`src/rtl/johnson_pkg.sv`:
```
// Shared types and helpers for the Johnson phase monitor: FSM states, phase-width
// calculation and a width-generic Johnson code decoder.
package johnson_pkg;

    typedef enum logic [1:0] {
        ACQUIRE = 2'd0,
        TRACK   = 2'd1,
        LOCKED  = 2'd2
    } jpm_state_t;

    // Largest ring the generic decoder handles; narrower codes are zero-padded.
    localparam int MAX_W = 16;

    typedef struct packed {
        logic       legal;
        logic [7:0] idx;
    } jdec_t;

    function automatic int PHASE_W(input int width);
        return $clog2(2 * width);
    endfunction

    // Phase k<=width: k leading ones; phase k>width: k-width leading zeros, rest ones.
    function automatic jdec_t johnson_decode_f(input logic [MAX_W-1:0] code, input int width);
        jdec_t            r;
        logic [MAX_W-1:0] pat;
        r = '0;
        for (int k = 0; k < 2 * MAX_W; k++) begin
            if (k < 2 * width) begin
                pat = '0;
                for (int i = 0; i < MAX_W; i++) begin
                    if (i < width) begin
                        pat[i] = (k <= width) ? (i < k) : (i >= k - width);
                    end
                end
                if (pat == code) begin
                    r.legal = 1'b1;
                    r.idx   = 8'(k);
                end
            end
        end
        return r;
    endfunction

endpackage

```
`src/rtl/johnson_decode.sv`:
```
// Combinational Johnson code decoder: code -> legal flag, binary index, one-hot strobe.
module johnson_decode
    import johnson_pkg::*;
#(
    parameter  int WIDTH = 4,
    localparam int PW    = PHASE_W(WIDTH)
) (
    input  logic [0:WIDTH-1]   i_code,
    output logic               o_legal,
    output logic [PW-1:0]      o_index,
    output logic [2*WIDTH-1:0] o_onehot
);

    logic [MAX_W-1:0] w_code;
    jdec_t            w_dec;

    always_comb begin
        w_code = '0;
        for (int i = 0; i < WIDTH; i++) begin
            w_code[i] = i_code[i];
        end
    end

    assign w_dec    = johnson_decode_f(w_code, WIDTH);
    assign o_legal  = w_dec.legal;
    assign o_index  = PW'(w_dec.idx);
    assign o_onehot = w_dec.legal ? ((2*WIDTH)'(1) << w_dec.idx) : '0;

endmodule

```
`src/rtl/johnson_phase_monitor.sv`:
```
// Johnson ring phase monitor: decode, legality/sequence checking, lock FSM, error count.
// Optional bidirectional tracking and the dir output are enabled by JPM_REVERSE_EN.
module johnson_phase_monitor
    import johnson_pkg::*;
#(
    parameter  int WIDTH      = 4,
    parameter  int LOCK_COUNT = 4,
    parameter  int ERR_CNT_W  = 8,
    localparam int PW         = PHASE_W(WIDTH)
) (
    input  logic                 clk,
    input  logic                 rst_n,
    input  logic [0:WIDTH-1]     code_in,
    input  logic                 code_valid,
    input  logic                 clr_err,
    output logic [PW-1:0]        phase,
    output logic [2*WIDTH-1:0]   phase_onehot,
    output logic                 phase_valid,
    output logic                 illegal,
    output logic                 seq_err,
    output logic                 locked,
`ifdef JPM_REVERSE_EN
    output logic                 dir,
`endif
    output logic [ERR_CNT_W-1:0] err_count
);

    localparam int GW = $clog2(LOCK_COUNT + 1);

    logic                 w_legal;
    logic [PW-1:0]        w_idx;
    logic [2*WIDTH-1:0]   w_onehot;
    logic [PW-1:0]        w_succ;
    logic                 w_fwd;
    logic                 w_ok_track;
    logic                 w_ok_locked;
    jpm_state_t           w_state_nxt;
    logic [GW-1:0]        w_good_nxt;
    logic [PW-1:0]        w_prev_nxt;
    logic                 w_ill_nxt;
    logic                 w_seq_nxt;

    jpm_state_t           r_state;
    logic [GW-1:0]        r_good_cnt;
    logic [PW-1:0]        r_prev_phase;
    logic [PW-1:0]        r_phase;
    logic [2*WIDTH-1:0]   r_onehot;
    logic                 r_phase_valid;
    logic                 r_illegal;
    logic                 r_seq_err;
    logic                 r_locked;
    logic [ERR_CNT_W-1:0] r_err_count;

    johnson_decode #(.WIDTH(WIDTH)) u_decode (
        .i_code   (code_in),
        .o_legal  (w_legal),
        .o_index  (w_idx),
        .o_onehot (w_onehot)
    );

    assign w_succ = (r_prev_phase == PW'(2*WIDTH-1)) ? '0 : r_prev_phase + PW'(1);
    assign w_fwd  = (w_idx == w_succ);

`ifdef JPM_REVERSE_EN
    logic          w_rev;
    logic [PW-1:0] w_pred;
    logic          w_dir_nxt;
    logic          r_dir;

    assign w_pred      = (r_prev_phase == '0) ? PW'(2*WIDTH-1) : r_prev_phase - PW'(1);
    assign w_rev       = (w_idx == w_pred);
    assign w_ok_track  = w_fwd || w_rev;
    // Once locked, reversing direction is treated as a sequence break.
    assign w_ok_locked = r_dir ? w_fwd : w_rev;
    assign dir         = r_dir;
`else
    assign w_ok_track  = w_fwd;
    assign w_ok_locked = w_fwd;
`endif

    always_comb begin
        w_state_nxt = r_state;
        w_good_nxt  = r_good_cnt;
        w_prev_nxt  = r_prev_phase;
        w_ill_nxt   = 1'b0;
        w_seq_nxt   = 1'b0;
`ifdef JPM_REVERSE_EN
        w_dir_nxt   = r_dir;
`endif
        if (code_valid) begin
            if (!w_legal) begin
                w_ill_nxt   = 1'b1;
                w_state_nxt = ACQUIRE;
                w_good_nxt  = '0;
            end else begin
                w_prev_nxt = w_idx;
                case (r_state)
                    ACQUIRE: begin
                        w_state_nxt = TRACK;
                        w_good_nxt  = '0;
                    end
                    TRACK: begin
                        if (w_ok_track) begin
`ifdef JPM_REVERSE_EN
                            w_dir_nxt = w_fwd;
`endif
                            if (r_good_cnt == GW'(LOCK_COUNT - 1)) begin
                                w_state_nxt = LOCKED;
                            end else begin
                                w_good_nxt = r_good_cnt + GW'(1);
                            end
                        end else begin
                            w_seq_nxt  = 1'b1;
                            w_good_nxt = '0;
                        end
                    end
                    LOCKED: begin
                        if (!w_ok_locked) begin
                            w_seq_nxt   = 1'b1;
                            w_state_nxt = TRACK;
                            w_good_nxt  = '0;
                        end
                    end
                    default: begin
                        w_state_nxt = ACQUIRE;
                        w_good_nxt  = '0;
                    end
                endcase
            end
        end
    end

    always_ff @(posedge clk or negedge rst_n) begin
        if (!rst_n) begin
            r_state       <= ACQUIRE;
            r_good_cnt    <= '0;
            r_prev_phase  <= '0;
            r_phase       <= '0;
            r_onehot      <= '0;
            r_phase_valid <= 1'b0;
            r_illegal     <= 1'b0;
            r_seq_err     <= 1'b0;
            r_locked      <= 1'b0;
            r_err_count   <= '0;
        end else begin
            r_state      <= w_state_nxt;
            r_good_cnt   <= w_good_nxt;
            r_prev_phase <= w_prev_nxt;
            r_illegal    <= w_ill_nxt;
            r_seq_err    <= w_seq_nxt;
            r_locked     <= (w_state_nxt == LOCKED);
            // An illegal sample keeps the last index but drops the strobe.
            if (code_valid) begin
                r_phase_valid <= w_legal;
                r_onehot      <= w_legal ? w_onehot : '0;
                if (w_legal) begin
                    r_phase <= w_idx;
                end
            end
            if (clr_err) begin
                r_err_count <= '0;
            end else if ((w_ill_nxt || w_seq_nxt) && !(&r_err_count)) begin
                r_err_count <= r_err_count + ERR_CNT_W'(1);
            end
        end
    end

`ifdef JPM_REVERSE_EN
    always_ff @(posedge clk or negedge rst_n) begin
        if (!rst_n) begin
            r_dir <= 1'b0;
        end else begin
            r_dir <= w_dir_nxt;
        end
    end
`endif

    assign phase        = r_phase;
    assign phase_onehot = r_onehot;
    assign phase_valid  = r_phase_valid;
    assign illegal      = r_illegal;
    assign seq_err      = r_seq_err;
    assign locked       = r_locked;
    assign err_count    = r_err_count;

endmodule

```
`config.mk`:
```
export PLATFORM = sky130hd
export DESIGN_NAME = johnson_phase_monitor
export DESIGN_NICKNAME = d
export VERILOG_FILES = /design/src/rtl/johnson_pkg.sv /design/src/rtl/johnson_decode.sv /design/src/rtl/johnson_phase_monitor.sv
export SDC_FILE = /design/constraint.sdc
export NUM_CORES = 1
export LEC_CHECK = 0
export BUFFER_PORTS_ARGS = -buffer_cell sky130_fd_sc_hd__buf_2
export CAP_MARGIN = 20
export CORE_MARGIN = 2
export CORE_UTILIZATION = 40
export CTS_CLUSTER_DIAMETER = 40
export DETAILED_ROUTE_END_ITERATION = 6
export MAX_ROUTING_LAYER = met4
export SLEW_MARGIN = 15
export SYNTH_ARGS = -nofsm -noshare
export SYNTH_HDL_FRONTEND = slang
export SYNTH_SLANG_ARGS = --single-unit
```
`constraint.sdc`:
```
create_clock -name clk -period 2.2 [get_ports clk]
set_input_delay 0.22 -clock clk [delete_from_list [all_inputs] [get_ports clk]]
set_output_delay 0.22 -clock clk [all_outputs]
set_load 0.02 [all_outputs]
```
==> qor.yml <==
status: "finished, final reports clean"
setup_violations: 0
first_pass_iters: 4
grt_max_degree: 29
gp_congestion: 0.860
relSlewSlack: 0.580
ys.flop_type: "dfrtp_1"
tightestPinTransition_ns: 0.630
worstSetupStartpoint: "phase[1]"
syn_to_final_growth_pct: 23.2
ys_top_cells_by_count: "dfrtp_1, nand2_1, inv_1, nor2_1, o21ai_0"
synth.distinct_cells: 46
synth_seq_cells: 28
drv_cap: 0
num_rows: 23
peakVddDrop_v: 0.000284
arrival_ns: 2.40
worstPathRequired_ns: 2.41
cpMaxStageDelayCell: "dfrtp_2"
vias: 1423
dp_hpwl_um: 2660
cts_tree: "built"
fin_crit_ns: 2.19
min_period_over_period: 0.995
worstPathMaxFanout: 8
viasPerCell: 5.37
drive_gt1_frac: 0.298
rsz0062_at_grt: "yes"
cts_buffers: 3
yosysMostFrequentCell: "dfrtp_1"
path_cells: "ha_4 > or3b_4 > a21oi_4 > o311ai_4 > buf_4 > o211ai_1 > o41ai_2 > and3b_1"
whs_path_depth: 2
synth_top_area_frac: 0.417
finClkSkew_ns: 0.00525
port_buffers: 30
rr_worst_depth: 8
core_area_um2: 4030
grt_pass1_wl_um: 6120
synthArstFlopShare: 1.00
critPathCapture: "locked"
overflow: 0
power.density_nw_per_um2: 660
cts_sinks: 28
final_antenna_net_count: 0
synth-edff-count: 0
synth-seq-area-share: 0.417
worstReg2RegEnd: "locked"
synth_top_area_cell: "dfrtp_1"
slowest_delay_ns: 0.45
die_h_um: 68.8
worstReg2RegStart: "phase[1]"
antenna_cells: 0
holdWs_ns: 0.211
totalWireLength_um: 3670
timing.fmax_ghz: 0.457
antenna_found_initial: 0
synthTopCellsByArea: "dfrtp_1, ha_1, o21ai_0"
reg2reg_slack_ns: 0.01
hold_violations: 0
syn_inst: 181
synth_nets: 198
path_class: "flop to flop"
clk_pin_slew_worst_paths_ns: 0.10
post_drt_wl_per_cell_um: 13.8
first_iter_violations: 49
die-area_um2: 4740
clock_latency_ns: 0.27
synth_area_per_cell_um2: 9.29
leakage_nw: 0.927
initial_core_util: 0.417
slew_viol_final: 0
ctsRootBufferMaster: "clkbuf_8"
yosysWarnings: 0
critPathLaunchType: "flop"
critPathCaptureType: "flop"
hold_path.class: "input port to flop"
htree_levels: 1
die_x_um: 68.8
fin_nets: 233
grt_usage: 0.173
drc: 0
postLayoutCoreUtil: 0.514
clk_path_buf_depth: 2
io_pins: 31
syn_area_um2: 1680
grt_pass1_vias: 1406
[per-layer routing]
metal | vias up | track usage | part of all wire
met2 | 24 | 0.285 | 0.48
met5 | - | - | 0
li1 | 714 | - | -
met4 | 0 | 0.0441 | 0.0030
met3 | 2 | 0.0260 | 0.037
met1 | 683 | 0.223 | 0.48
[kinds of logic (layout without fill, tap and decap cells)]
group           after synthesis  in the layout  synth area share
simple gates                 64             64             0.199
fa+ha+maj                     9              9            0.0670
compound gates               49             49             0.208
flops                        28             28             0.417
mux                           5              5            0.0312
buf+inv                      23             57            0.0632
xor+xnor                      3              3            0.0156
[area by class of cell]
class	instances	area (um2)
sequential	28	703
clock buffer	4	55.1
multi-input combinational	130	966
fill	375	1960
tap	50	62.6
timing repair buffer	39	233
inverter	14	52.6
[metrics by stage]
| stage | area, um2 | power, W | instances | setup TNS, ns | setup slack [ns] |
|---|---|---|---|---|---|
| 6_report | 2070 | 0.00137 | 265 | 0 | 0.0109 |
| 5_1_grt | 2070 | 0.00145 | 265 | -0.451 | -0.0929 |
| 4_1_cts | 2030 | 0.00136 | 264 | 0 | 0.00302 |
| 3_5_place_dp | 1950 | 0.00103 | 259 | -0.0965 | -0.0366 |
| 3_3_place_gp | 1950 | 0.00102 | 259 | 0 | 0.0260 |
| 2_1_floorplan | 1720 | 0.000900 | 181 | 0 | 0.0234 |
[state kept, by name, summed over array words and instances (netlist names)]
name,cells
seq_err,1
phase,3
illegal,1
phase_valid,1
r_good_cnt,3
err_count,8
phase_onehot,8
r_state,2
locked,1
[what timing repair did]
action	CTS	global route
endpoints found under the hold margin	28	0
hold buffers	1	0
endpoints found under the setup margin	4	9
gates resized for setup	2	9
gates cloned	0	0
setup buffers	0	1
pin swaps	0	3
[placed cells by master, fill, tap and decap left out, types with 7 or more instances in the layout]
| cell type | netlist | routed |
|---|---|---|
| buf_4 | 1 | 7 |
| nand2_1 | 17 | 17 |
| o21ai_0 | 14 | 14 |
| nor2_1 | 14 | 14 |
| nand3_1 | 7 | 7 |
| ha_1 | 9 | 7 |
| inv_1 | 14 | 14 |
| a21oi_1 | 12 | 9 |
| dfrtp_1 | 28 | 26 |
| buf_2 | 1 | 30 |
[power by group]
part | total [W] | switching (W) | internal, W
Sequential | 0.000583 | 0.0000334 | 0.000550
Clock | 0.000321 | 0.000161 | 0.000160
Combinational | 0.000463 | 0.000257 | 0.000207
Total | 0.00137 | 0.000451 | 0.000916
[critical path: cells and delay by family, from the launching register on]
| kind | cells | cell delay, ns |
|---|---|---|
| AOI/OAI and AO/OA | 4 | 0.59 |
| adders and majority gates | 1 | 0.30 |
| buffers and inverters | 1 | 0.19 |
| DFF | 1 | 0.45 |
| and+or+nand+nor | 2 | 0.60 |
[worst min path at each step]
| stage | start | endpoint | slack (ns) |
|---|---|---|---|
| 4_1_cts | clr_err | err_count[5] | 0.21 |
| 6_report | clr_err | err_count[5] | 0.21 |
| 3_5_place_dp | rst_n | phase_onehot[7] | 0.28 |
| 2_1_floorplan | rst_n | err_count[0] | -0.08 |
| 5_1_grt | clr_err | err_count[5] | 0.22 |
| 3_3_place_gp | rst_n | phase_onehot[3] | 0.27 |
Note: power is estimated with default switching activity, not from simulation.
